**src/rtl/rvecc_encode_pipe.sv**
```systemverilog
// SECDED encoder (Hamming + overall parity) behind a STAGES-deep elastic pipeline, with one-shot fault injection and a saturating output word count.
// Latency: STAGES cycles at one word per cycle. Backpressure: a stall on out_ready fills the pipeline, then in_ready drops.
module rvecc_encode_pipe #(
  parameter int  DW     = 32,
  parameter int  STAGES = 1,
  parameter int  CNTW   = 16,
  localparam int ECCW   = (DW == 64) ? 8 : 7
) (
  input  logic                 clk,
  input  logic                 rst_l,
  input  logic                 in_valid,
  output logic                 in_ready,
  input  logic [DW-1:0]        in_data,
  output logic                 out_valid,
  input  logic                 out_ready,
  output logic [DW-1:0]        out_data,
  output logic [ECCW-1:0]      out_ecc,
  input  logic                 inj_arm,
  input  logic [DW+ECCW-1:0]   inj_mask,
  output logic                 inj_pending,
  output logic [CNTW-1:0]      word_cnt
);

  if (!(DW == 32 || DW == 64)) begin : g_bad_dw
    $error("rvecc_encode_pipe: DW must be 32 or 64");
  end
  if (!(STAGES == 1 || STAGES == 2)) begin : g_bad_stages
    $error("rvecc_encode_pipe: STAGES must be 1 or 2");
  end

  // Row i selects the data bits whose codeword position has bit i set;
  // data fills the non-power-of-two positions 1..DW+ECCW-1, LSB first.
  function automatic logic [ECCW-2:0][DW-1:0] calc_cover();
    logic [ECCW-2:0][DW-1:0] cov;
    int                      j;
    cov = '0;
    j   = 0;
    for (int p = 1; p < DW + ECCW; p++) begin
      if ((p & (p - 1)) != 0) begin
        for (int i = 0; i < ECCW - 1; i++) begin
          if (p[i]) cov[i][j] = 1'b1;
        end
        j++;
      end
    end
    return cov;
  endfunction

  localparam logic [ECCW-2:0][DW-1:0] COVER = calc_cover();

  logic [ECCW-2:0] enc_chk;
  logic [ECCW-1:0] enc_ecc;
  logic            in_hs;
  logic            inj_apply;
  logic [DW-1:0]   in_dat_inj;
  logic [ECCW-1:0] in_ecc_inj;
  logic            inj_q, inj_d;
  logic [CNTW-1:0] cnt_q, cnt_d;

  logic [STAGES-1:0]           vld_vec;
  logic [STAGES-1:0][DW-1:0]   dat_vec;
  logic [STAGES-1:0][ECCW-1:0] ecc_vec;
  logic [STAGES-1:0]           stg_rdy;

  always_comb begin
    enc_chk = '0;
    for (int i = 0; i < ECCW - 1; i++) begin
      enc_chk[i] = ^(in_data & COVER[i]);
    end
  end

  assign enc_ecc    = {^{in_data, enc_chk}, enc_chk};
  assign in_hs      = in_valid && in_ready;
  assign inj_apply  = in_hs && inj_q;
  assign in_dat_inj = in_data ^ (inj_apply ? inj_mask[DW-1:0] : '0);
  assign in_ecc_inj = enc_ecc ^ (inj_apply ? inj_mask[DW+ECCW-1:DW] : '0);

  // Unrolled form of ready_k = !valid_k || ready_(k+1): a stage can move
  // whenever the sink accepts or any stage at or after it has a hole.
  always_comb begin
    for (int k = 0; k < STAGES; k++) begin
      stg_rdy[k] = out_ready;
      for (int j = k; j < STAGES; j++) begin
        if (!vld_vec[j]) stg_rdy[k] = 1'b1;
      end
    end
  end

  for (genvar k = 0; k < STAGES; k++) begin : g_stg
    logic            vld_q;
    logic [DW-1:0]   dat_q;
    logic [ECCW-1:0] ecc_q;
    logic            src_vld;
    logic [DW-1:0]   src_dat;
    logic [ECCW-1:0] src_ecc;

    if (k == 0) begin : g_head
      assign src_vld = in_valid;
      assign src_dat = in_dat_inj;
      assign src_ecc = in_ecc_inj;
    end else begin : g_body
      assign src_vld = vld_vec[k-1];
      assign src_dat = dat_vec[k-1];
      assign src_ecc = ecc_vec[k-1];
    end

    always_ff @(posedge clk or negedge rst_l) begin
      if (!rst_l) begin
        vld_q <= 1'b0;
        dat_q <= '0;
        ecc_q <= '0;
      end else if (stg_rdy[k]) begin
        vld_q <= src_vld;
        if (src_vld) begin
          dat_q <= src_dat;
          ecc_q <= src_ecc;
        end
      end
    end

    assign vld_vec[k] = vld_q;
    assign dat_vec[k] = dat_q;
    assign ecc_vec[k] = ecc_q;
  end

  // A consuming handshake re-arms only if inj_arm is high in that same cycle.
  always_comb begin
    inj_d = inj_q;
    if (in_hs && inj_q) begin
      inj_d = inj_arm;
    end else if (inj_arm) begin
      inj_d = 1'b1;
    end
  end

  always_comb begin
    cnt_d = cnt_q;
    if (out_valid && out_ready && (cnt_q != '1)) begin
      cnt_d = cnt_q + 1'b1;
    end
  end

  always_ff @(posedge clk or negedge rst_l) begin
    if (!rst_l) begin
      inj_q <= 1'b0;
      cnt_q <= '0;
    end else begin
      inj_q <= inj_d;
      cnt_q <= cnt_d;
    end
  end

  assign in_ready    = stg_rdy[0];
  assign out_valid   = vld_vec[STAGES-1];
  assign out_data    = dat_vec[STAGES-1];
  assign out_ecc     = ecc_vec[STAGES-1];
  assign inj_pending = inj_q;
  assign word_cnt    = cnt_q;

endmodule

```
**config.mk**
```make
export PLATFORM = sky130hd
export DESIGN_NAME = rvecc_encode_pipe
export DESIGN_NICKNAME = d
export VERILOG_FILES = /design/src/rtl/rvecc_encode_pipe.sv
export SDC_FILE = /design/constraint.sdc
export NUM_CORES = 1
export LEC_CHECK = 0
export ABC_CLOCK_PERIOD_IN_PS = 2300
export BUFFER_PORTS_ARGS = -buffer_cell sky130_fd_sc_hd__buf_2
export CAP_MARGIN = 20
export CORE_UTILIZATION = 40
export CTS_CLUSTER_SIZE = 10
export DETAILED_ROUTE_END_ITERATION = 6
export GPL_TIMING_DRIVEN = 0
export PLACE_DENSITY = 0.68
export SLEW_MARGIN = 20
export SYNTH_ARGS = -nofsm -noshare
export SYNTH_HDL_FRONTEND = slang
export SYNTH_SLANG_ARGS = --single-unit
```
**constraint.sdc**
```tcl
create_clock -name clk -period 2.3 [get_ports clk]
set_input_delay 0.23 -clock clk [delete_from_list [all_inputs] [get_ports clk]]
set_output_delay 0.23 -clock clk [all_outputs]
set_load 0.005 [all_outputs]
```
==> results of run 1 <==
-- final cells by class --
| cell class | instances | area, µm² | share of cell area |
|---|---|---|---|
| sequential | 57 | 1430 | 0.328 |
| timing repair buffer | 134 | 678 | 0.156 |
| clock inverter | 7 | 104 | 0.0239 |
| inverter | 3 | 11.3 | 0.00259 |
| clock buffer | 9 | 124 | 0.0285 |
| multi-input combinational | 265 | 1830 | 0.421 |
| tap | 102 | 128 | 0.0294 |
| buffer | 12 | 45.0 | 0.0104 |
-- worst reg2reg max path: stages (launching register included) --
cell	delay (ns)
sky130_fd_sc_hd__dfrtp_1	0.42
sky130_fd_sc_hd__ha_1	0.26
sky130_fd_sc_hd__nand4_1	0.13
sky130_fd_sc_hd__nor4_1	0.34
sky130_fd_sc_hd__nor2_1	0.19
sky130_fd_sc_hd__and4_1	0.28
sky130_fd_sc_hd__nor3b_1	0.16
sky130_fd_sc_hd__xor2_1	0.14
-- where the power goes --
part           leakage [nW]  total, mW  internal (mW)  switching, mW
clock                 0.114       1.08          0.620          0.464
sequential            0.703       1.36           1.21          0.147
combinational          1.39       1.30          0.725          0.579
-- layer usage --
layer	up-vias	GRT usage	wire [µm]
li1	1382	-	-
met1	1277	0.257	3640
met2	97	0.359	4130
met3	15	0.0569	588
met4	0	0.0833	145
met5	-	0	0
-- what timing repair did --
item,in CTS,in global routing
endpoints found under the hold margin,57,0
endpoints found under the setup margin,0,0
gates resized for setup,0,0
hold buffers,1,0
-- state kept, by name, indices dropped and copies added, names as in the netlist --
| signal | flops |
|---|---|
| out_ecc | 7 |
| inj_pending | 1 |
| word_cnt | 16 |
| out_valid | 1 |
| out_data | 32 |
-- kinds of logic after synthesis --
logic type                 synth area share
AOI/OAI and AO/OA                    0.0638
xor gates and xnor gates              0.332
adders and majority gates           0.00378
buffers and inverters                0.0170
DFF                                   0.431
muxes                                0.0110
and+or+nand+nor                       0.142
-- synth_stat cells, types with 2 or more instances --
| cell type | count |
|---|---|
| sky130_fd_sc_hd__clkbuf_1 | 12 |
| sky130_fd_sc_hd__nor2_1 | 6 |
| sky130_fd_sc_hd__xnor2_1 | 48 |
| sky130_fd_sc_hd__xnor3_1 | 6 |
| sky130_fd_sc_hd__nand3_1 | 3 |
| sky130_fd_sc_hd__nand2b_1 | 2 |
| sky130_fd_sc_hd__dfrtp_1 | 57 |
| sky130_fd_sc_hd__inv_1 | 3 |
| sky130_fd_sc_hd__nand2_1 | 85 |
| sky130_fd_sc_hd__nand4_1 | 8 |
| sky130_fd_sc_hd__xnor3_2 | 2 |
| sky130_fd_sc_hd__nor3_1 | 2 |
| sky130_fd_sc_hd__nor4_1 | 2 |
| sky130_fd_sc_hd__xor2_1 | 49 |
| sky130_fd_sc_hd__o21ai_0 | 38 |
-- cells in the final DEF (no fill, tap or decap) --
master	instances
sky130_fd_sc_hd__buf_2	132
sky130_fd_sc_hd__nand2_1	85
sky130_fd_sc_hd__dfrtp_1	57
sky130_fd_sc_hd__xor2_1	49
sky130_fd_sc_hd__xnor2_1	48
sky130_fd_sc_hd__o21ai_0	38
sky130_fd_sc_hd__clkbuf_1	12
sky130_fd_sc_hd__clkbuf_8	9
sky130_fd_sc_hd__nand4_1	8
sky130_fd_sc_hd__xnor3_1	6
sky130_fd_sc_hd__nor2_1	6
sky130_fd_sc_hd__clkinv_4	4
sky130_fd_sc_hd__inv_1	3
sky130_fd_sc_hd__nand3_1	3
sky130_fd_sc_hd__nand2b_1	2
sky130_fd_sc_hd__xnor3_2	2
sky130_fd_sc_hd__nor3_1	2
sky130_fd_sc_hd__nor4_1	2
sky130_fd_sc_hd__bufinv_16	2
sky130_fd_sc_hd__xor3_1	1
sky130_fd_sc_hd__xnor2_2	1
sky130_fd_sc_hd__xnor3_4	1
sky130_fd_sc_hd__or3_1	1
sky130_fd_sc_hd__o21bai_1	1
sky130_fd_sc_hd__a31oi_1	1
sky130_fd_sc_hd__mux2i_1	1
sky130_fd_sc_hd__and4_1	1
sky130_fd_sc_hd__nor3b_1	1
sky130_fd_sc_hd__mux2_2	1
sky130_fd_sc_hd__and2_1	1
sky130_fd_sc_hd__mux2_4	1
sky130_fd_sc_hd__a21o_1	1
sky130_fd_sc_hd__ha_1	1
sky130_fd_sc_hd__inv_6	1
sky130_fd_sc_hd__dlygate4sd3_1	1
sky130_fd_sc_hd__buf_4	1
-- how the worst max path moves through the flow --
stage	from	to	slack, ns
3_3_place_gp	in_data[15]	out_ecc[6]	-0.16
4_1_cts	in_data[31]	out_ecc[6]	0.20
5_1_grt	word_cnt[0]	word_cnt[7]	0.13
6_report	in_data[15]	out_ecc[6]	0.20
3_5_place_dp	in_data[31]	out_ecc[6]	-0.17
2_1_floorplan	in_data[15]	out_ecc[6]	0.11
-- through the flow --
stage	setup slack, ns	instances	hold slack (ns)
floorplan	0.106	337	-0.0656
global placement	-0.162	572	0.414
detailed placement	-0.171	572	0.338
CTS	0.201	589	0.0436
global route	0.125	589	0.0652
finish	0.200	589	0.0682
==> flow_results.org, run 1 <==
** STA
- Setup repair after global routing left no endpoint under its margin.
- Final max-slew violation count :: 0
- Number of failing setup endpoints in the final timing report :: 0
- The number of endpoints with negative hold slack in the final report was 0.
- Summed over all failing endpoints, the final setup total negative slack is 0 ns.
- Peak Freq :: 476 MHz
- In the finished design, the share of the clock period the worst path needs comes to 0.913.
- In this run the tightest slew margin relative to its limit is 0.516.
- Minimum clock period :: 2.10 ns
- Worst-Margin Slew :: 0.726 ns
- For the final database, setup skew stands at around 0.0067 ns.

** Detailed routing
- Via total after detailed routing :: roughly 2800
- 1st-pass router iterations :: 4
- After detailed routing, the number of remaining DRC violations is 0.
- Average detailed-routed wire length per instance :: 14.5 µm
- The detail route stage leaves a number of antenna-violating nets equal to 0.
- For this block, the initial DRC count from the detailed router was 51.
- Total routed wirelength :: 8510 µm
- Dividing the detail-routed via count by the number of cells gives 4.70.

** Worst setup path
- Most common cell type on the critical path :: sky130_fd_sc_hd__xnor3_1
- Cell type of the slowest stage on the worst timing path :: sky130_fd_sc_hd__xnor3_2
- The worst setup path is launched from an input pin.
- Worst path arrival time :: 2.33 ns
- The number of buffers and inverters on the critical path is 1.
- Of all nets on the critical path, the largest fanout is 3.
- Reg-to-reg endpoint :: word_cnt[7]
- On the worst path, the slowest cell contributes a delay of approximately 0.46 ns.
- Minimum setup slack among reg-to-reg paths :: about 0.27 ns
- The startpoint identified for the worst register-to-register timing path is word_cnt[0].
- Worst path depth :: 7
- By startpoint and endpoint, the worst setup path is classified as input pin to flip-flop.
- Critical path capture point type :: flip-flop
- Measured in cells, the most critical reg-to-reg path has a length of 7.
- Data on the critical path is required at its endpoint by 2.53 ns.
- Ordered cell list for the critical path :: buf_2 > xnor3_2 > xor3_1 > xnor3_1 > xnor3_1 > xnor3_1 > mux2_4
- CP top delay family :: XOR/XNOR gates

** Floorplanning
- Vert. Die Dim :: 93.0 µm
- Initial cell density of the core :: 0.422
- Width of the die :: 93.0 µm
- Count of boundary I/O pins :: between 100 and 150
- Full die area :: around 0.0086 mm²
- The floorplan step defined a core boundary enclosing 0.00785 mm².
- The floorplan has 32 rows.

** Worst hold path
- Worst hold-check path type :: input pin to flip-flop
- Hold wc startpoint :: inj_arm
- Along the worst hold path, the cell count comes to 2.
- For hold timing, the worst endpoint is inj_pending.

** Placed design
- The count of buffers added on input and output ports is approximately 130.
- Placed wire-length estimate after detailed placement :: 6630 µm
- Once placement finished, the instance area stood at 0.00411 mm².
- At the end of routability-driven placement, the weighted congestion stood at ~0.80.

** Finish
- The filler cells instantiated in the layout total between 700 and 800.
- Layout cells sized above 1 :: 0.318
- After routing the design area is 0.00435 mm².
- Number of antenna cells inserted :: 0
- At the end of the flow the core is filled with cells to 0.554.
- Compared with the post-synthesis result, the final layout area differs by 31.2%.
- For this run, the post-layout net count is 559.

** Power
- IR analysis of the VDD net gives a maximum drop of 0.368 mV.
- Static Leak :: 2.20 nW
- Total power divided by cell area :: 862 mW/mm²
- Final Power :: 3.75 mW

** Logic synthesis
- Average footprint of a synthesized cell :: between 9 and 10 µm²
- Number of flip-flops and latches in the synthesized netlist :: 57
- Post-synthesis cell area :: 0.00331 mm²
- Count of synthesis-stage warnings from yosys :: 0
- Post-synthesis net count :: just over 400
- Leading register cell type out of synthesis :: sky130_fd_sc_hd__dfrtp_1
- The share of synthesized area in the top cell type comes to 0.431.
- Post-synth ARST share :: 1.00
- In this run, distinct cell masters in the synthesized netlist total 29.
- Number of enable-type register cells in the synthesized netlist :: 0
- By area the synthesized netlist is led by sky130_fd_sc_hd__dfrtp_1 (43%), sky130_fd_sc_hd__xor2_1 (13%), sky130_fd_sc_hd__xnor2_1 (13%).
- Number of standard cells after synthesis :: 337
- Post-synthesis sequential area ratio :: 0.431
- Biggest area consumer among synthesized cells :: sky130_fd_sc_hd__dfrtp_1

** Clock tree
- After clock tree synthesis, the clock-pin slew on the worst setup and hold paths is approximately 0.070 ns.
- Counting every sink on the clock net gives 57.
- Clock tree from TritonCTS :: yes
- Clock insertion delay at the later pin of the skew report :: 0.35 ns
- In this run the deepest clock path goes through 2 buffers.
- Once the clock tree was built, the setup fixing pass inserted 0 buffers.
- Counting the buffers created by CTS gives 9.
- CTS built an H-tree with a depth of 3.
- In this run the clock root is driven by a sky130_fd_sc_hd__clkbuf_8.

** GRT
- Total track usage :: 0.212
- Entering global routing, the biggest net connects 58 pins.
- Wire length of the first global-routing pass :: 13700 µm
- The number of global-route vias before repair came to 2787.
- Total overflow reported by the global router :: 0
- Number of antenna violations at the first check in global routing :: 0

** Outcome
- Result of the run :: finished clean

** Run
- Count of maximum capacitance violations :: 0
No activity file was read; power rests on OpenSTA's default activity.
==> run 2, diff against run 1 <==
- GPL_TIMING_DRIVEN: 0 -> 1
==> run 2 against run 1 <==
Count of clock-buffer cells in the layout up 2. Sequential cell count stayed put. Routed wire length decreased by 2.2%. Critical endpoint unchanged. Largest cell class unchanged. Highest routed layer unchanged.
==> flow_results.org, run 2 (synthesis gave the netlist of run 1 again) <==
** Clock tree
- The tree is rooted in a sky130_fd_sc_hd__clkbuf_8.
- The number of sinks handled by clock tree synthesis came to 57 (unchanged).
- The number of buffers on the longest clock path came to 2 (unchanged).
- The post-cts repair resize count was 0 (unchanged).
- TritonCTS built the clock tree.
- Number of H-tree levels :: 3 (unchanged)
- The hold buffer count at CTS was 0 (-1).
- Clock insertion delay at the later pin of the skew report :: 0.34 ns (about the same)
- Inserted Clock Buffers :: 9 (unchanged)
- The number of setup buffers added after CTS came to 0 (unchanged).
- The clock transition at the registers of the reported paths came to 0.07 ns (about the same).

** Finish
- From synthesis to final layout, the design area changed by 33.4%.
- Top library cells by usage in the layout, fill and taps aside :: sky130_fd_sc_hd__buf_2 (133), sky130_fd_sc_hd__nand2_1 (84), sky130_fd_sc_hd__dfrtp_1 (57), sky130_fd_sc_hd__xor2_1 (49), sky130_fd_sc_hd__xnor2_1 (48)
- Largest register FFs :: 32 (unchanged)
- Footprint of the flip-flops and latches :: 0.00143 mm² (unchanged)
- Most common cell after layout, fill and taps aside :: sky130_fd_sc_hd__buf_2
- The final-stage net count was 559 (unchanged).
- The number of inserted filler cells in the final layout was 757 (+2.3%).
- The final design area excluding fillers was 0.00442 mm² (+1.7%).
- The multi-input logic area came to 0.00183 mm² (+0.14%).
- Core Util, Final :: 0.563 (+0.00941)
- The share of cells above drive strength 1 came to 0.345 (+0.0267).
- Non-filler cells, final :: 590 (+0.17%)

** Floorplanning
- The vertical die dimension was 93.0 µm (unchanged).
- Width of the die :: 93.0 µm (unchanged)
- The starting density of the core was 0.422 (unchanged).
- Number of placement rows :: 32 (unchanged)
- Placeable core region :: 0.00785 mm² (unchanged)
- Full die area :: 0.00865 mm² (unchanged)
- The I/O pin count came to 134 (unchanged).

** GRT
- Number of global-route vias before repair :: 2874 (+3.1%)
- The global-route wire length before repair was 13700 µm (-0.15%).
- The maximum number of pins on one net before global-route repair was 58 (unchanged).
- The leftover overflow at the end of global routing came to 0 (unchanged).
- The global-route usage over all layers was 0.209 (-0.00365).
- The initial antenna violation count is 0 (unchanged).

** Detailed routing
- Routed Antenna Nets :: 0 (unchanged)
- The iteration-0 DRC count of the detailed router was 64 (+25%).
- Average detailed-routed wire length per instance :: 14.1 µm (-2.4%)
- 1st-pass router iterations :: 5 (+1)
- Residual DRC count :: 0 (unchanged)
- The total via count in the routed design was 2779 (+0.29%).
- Total routed wirelength :: 8330 µm (-2.2%)
- Mean number of vias per cell :: 4.71 (+0.12%)

** STA
- The smallest hold slack is 0.0371 ns (-0.0311 ns).
- Worst-Margin Slew :: 0.707 ns (-0.0191 ns)
- Setup repair after global routing missed its margin :: no
- The maximum clock rate is 475 MHz (-0.25%).
- Number of failing setup endpoints in the final timing report :: 0 (unchanged)
- The number of endpoints with negative hold slack in the final report was 0 (unchanged).
- The clock period minus worst slack was 2.11 ns (+0.00522 ns).
- Final max-slew violation count :: 0 (unchanged)
- The setup TNS was 0 ns (unchanged).
- Slew HR :: 0.529 (+0.0128)
- Final clock skew :: 0.00697 ns (+0.000262 ns)
- Final period util :: 0.915 (+0.00227)

** Worst hold path
- Worst hold-check path type :: input pin to asynchronous set/reset pin

** Power
- Total power divided by cell area :: 882 mW/mm² (+2.3%)
- VDD IR-drop max :: 0.427 mV (+16%)
- The leakage power figure is 2.26 nW (+2.4%).

** Placed design
- Buffers added on ports :: 133 (unchanged)
- The number of placed cells counting well taps was 573 (+0.17%).
- The weighted congestion reported at the end of routability-driven placement is 0.830 (+4.1%).
- The placed wire-length estimate after detailed placement is 6520 µm (-1.8%).
- Post-place instance area :: 0.00417 mm² (+1.6%)

** Worst setup path
- The worst setup path is captured at a flip-flop.
- Crit Path Max Fanout :: 2 (-1)
- The worst setup path is launched from an input pin.
- Setup Crit Path Kind :: input pin to flip-flop
- The logic depth of the worst register-to-register path came to 6 (-1).
- The critical path arrival was 2.33 ns (about the same).
- Data required time of the worst path :: 2.52 ns (about the same)

** Outcome
- Result of the run :: finished clean

** Run
- Count of maximum capacitance violations :: 0 (unchanged)
[run 2: changes by cell type in the layout (fill, tap and decap cells not counted)]
cell and delta:
sky130_fd_sc_hd__dlygate4sd3_1 -1, sky130_fd_sc_hd__clkbuf_8 +1, sky130_fd_sc_hd__buf_12 +1, sky130_fd_sc_hd__inv_6 -1
sky130_fd_sc_hd__clkinvlp_4 +1, sky130_fd_sc_hd__clkinv_4 -4, sky130_fd_sc_hd__nand2_2 +1, sky130_fd_sc_hd__diode_2 +1
sky130_fd_sc_hd__buf_4 +11, sky130_fd_sc_hd__buf_2 +1, sky130_fd_sc_hd__nand2_1 -1, sky130_fd_sc_hd__clkbuf_1 -11
sky130_fd_sc_hd__bufinv_16 +1, sky130_fd_sc_hd__clkinv_2 +1
[run 2: power breakdown]
| part | switching (mW) | internal, mW |
|---|---|---|
| combinational | 0.604 | 0.779 |
| clock | 0.409 | 0.748 |
| sequential | 0.147 | 1.21 |
| total | 1.16 | 2.74 |
[run 2: layout make-up]
class / instances / share of cell area
antenna: 1 / 0.000566
clock buffer: 11 / 0.0320
clock inverter: 5 / 0.0232
inverter: 3 / 0.00255
multi-input combinational: 265 / 0.414
sequential: 57 / 0.323
tap: 102 / 0.0289
timing repair buffer: 146 / 0.176
[run 2: layer usage]
metal  wire length, µm  global-route usage  up-vias
met4               155              0.0808        0
met2              4190               0.360       91
met5                 0                   0        -
met1              3430               0.250     1293
met3               550              0.0512       15
li1                  -                   -     1380
[run 2: stage by stage]
stage / setup slack, ns / power [mW]
6_report: 0.195 / 3.90
5_1_grt: 0.149 / 4.14
4_1_cts: 0.186 / 3.95
3_5_place_dp: -0.146 / 2.78
3_3_place_gp: -0.0340 / 2.72
2_1_floorplan: 0.106 / 2.20
[run 2: path summary, 6_finish.rpt]
kind                                endpoint          from  slack [ns]
worst min register to register  out_data[24]  out_data[24]        0.48
min in group clk                 inj_pending       inj_arm        0.08
worst max register to register    out_ecc[6]     out_valid        0.31
worst max-delay path              out_ecc[6]   in_data[15]        0.19
max in group asynchronous        out_data[1]         rst_l        1.80
worst min-delay path            out_data[19]         rst_l        0.04
[run 2: worst max-delay path, stage by stage]
cell and delay [ns]:
sky130_fd_sc_hd__buf_2 0.09, sky130_fd_sc_hd__xnor3_2 0.44, sky130_fd_sc_hd__xor3_1 0.41, sky130_fd_sc_hd__xnor3_1 0.41
sky130_fd_sc_hd__xnor3_1 0.26, sky130_fd_sc_hd__xnor3_1 0.23, sky130_fd_sc_hd__mux2_4 0.26
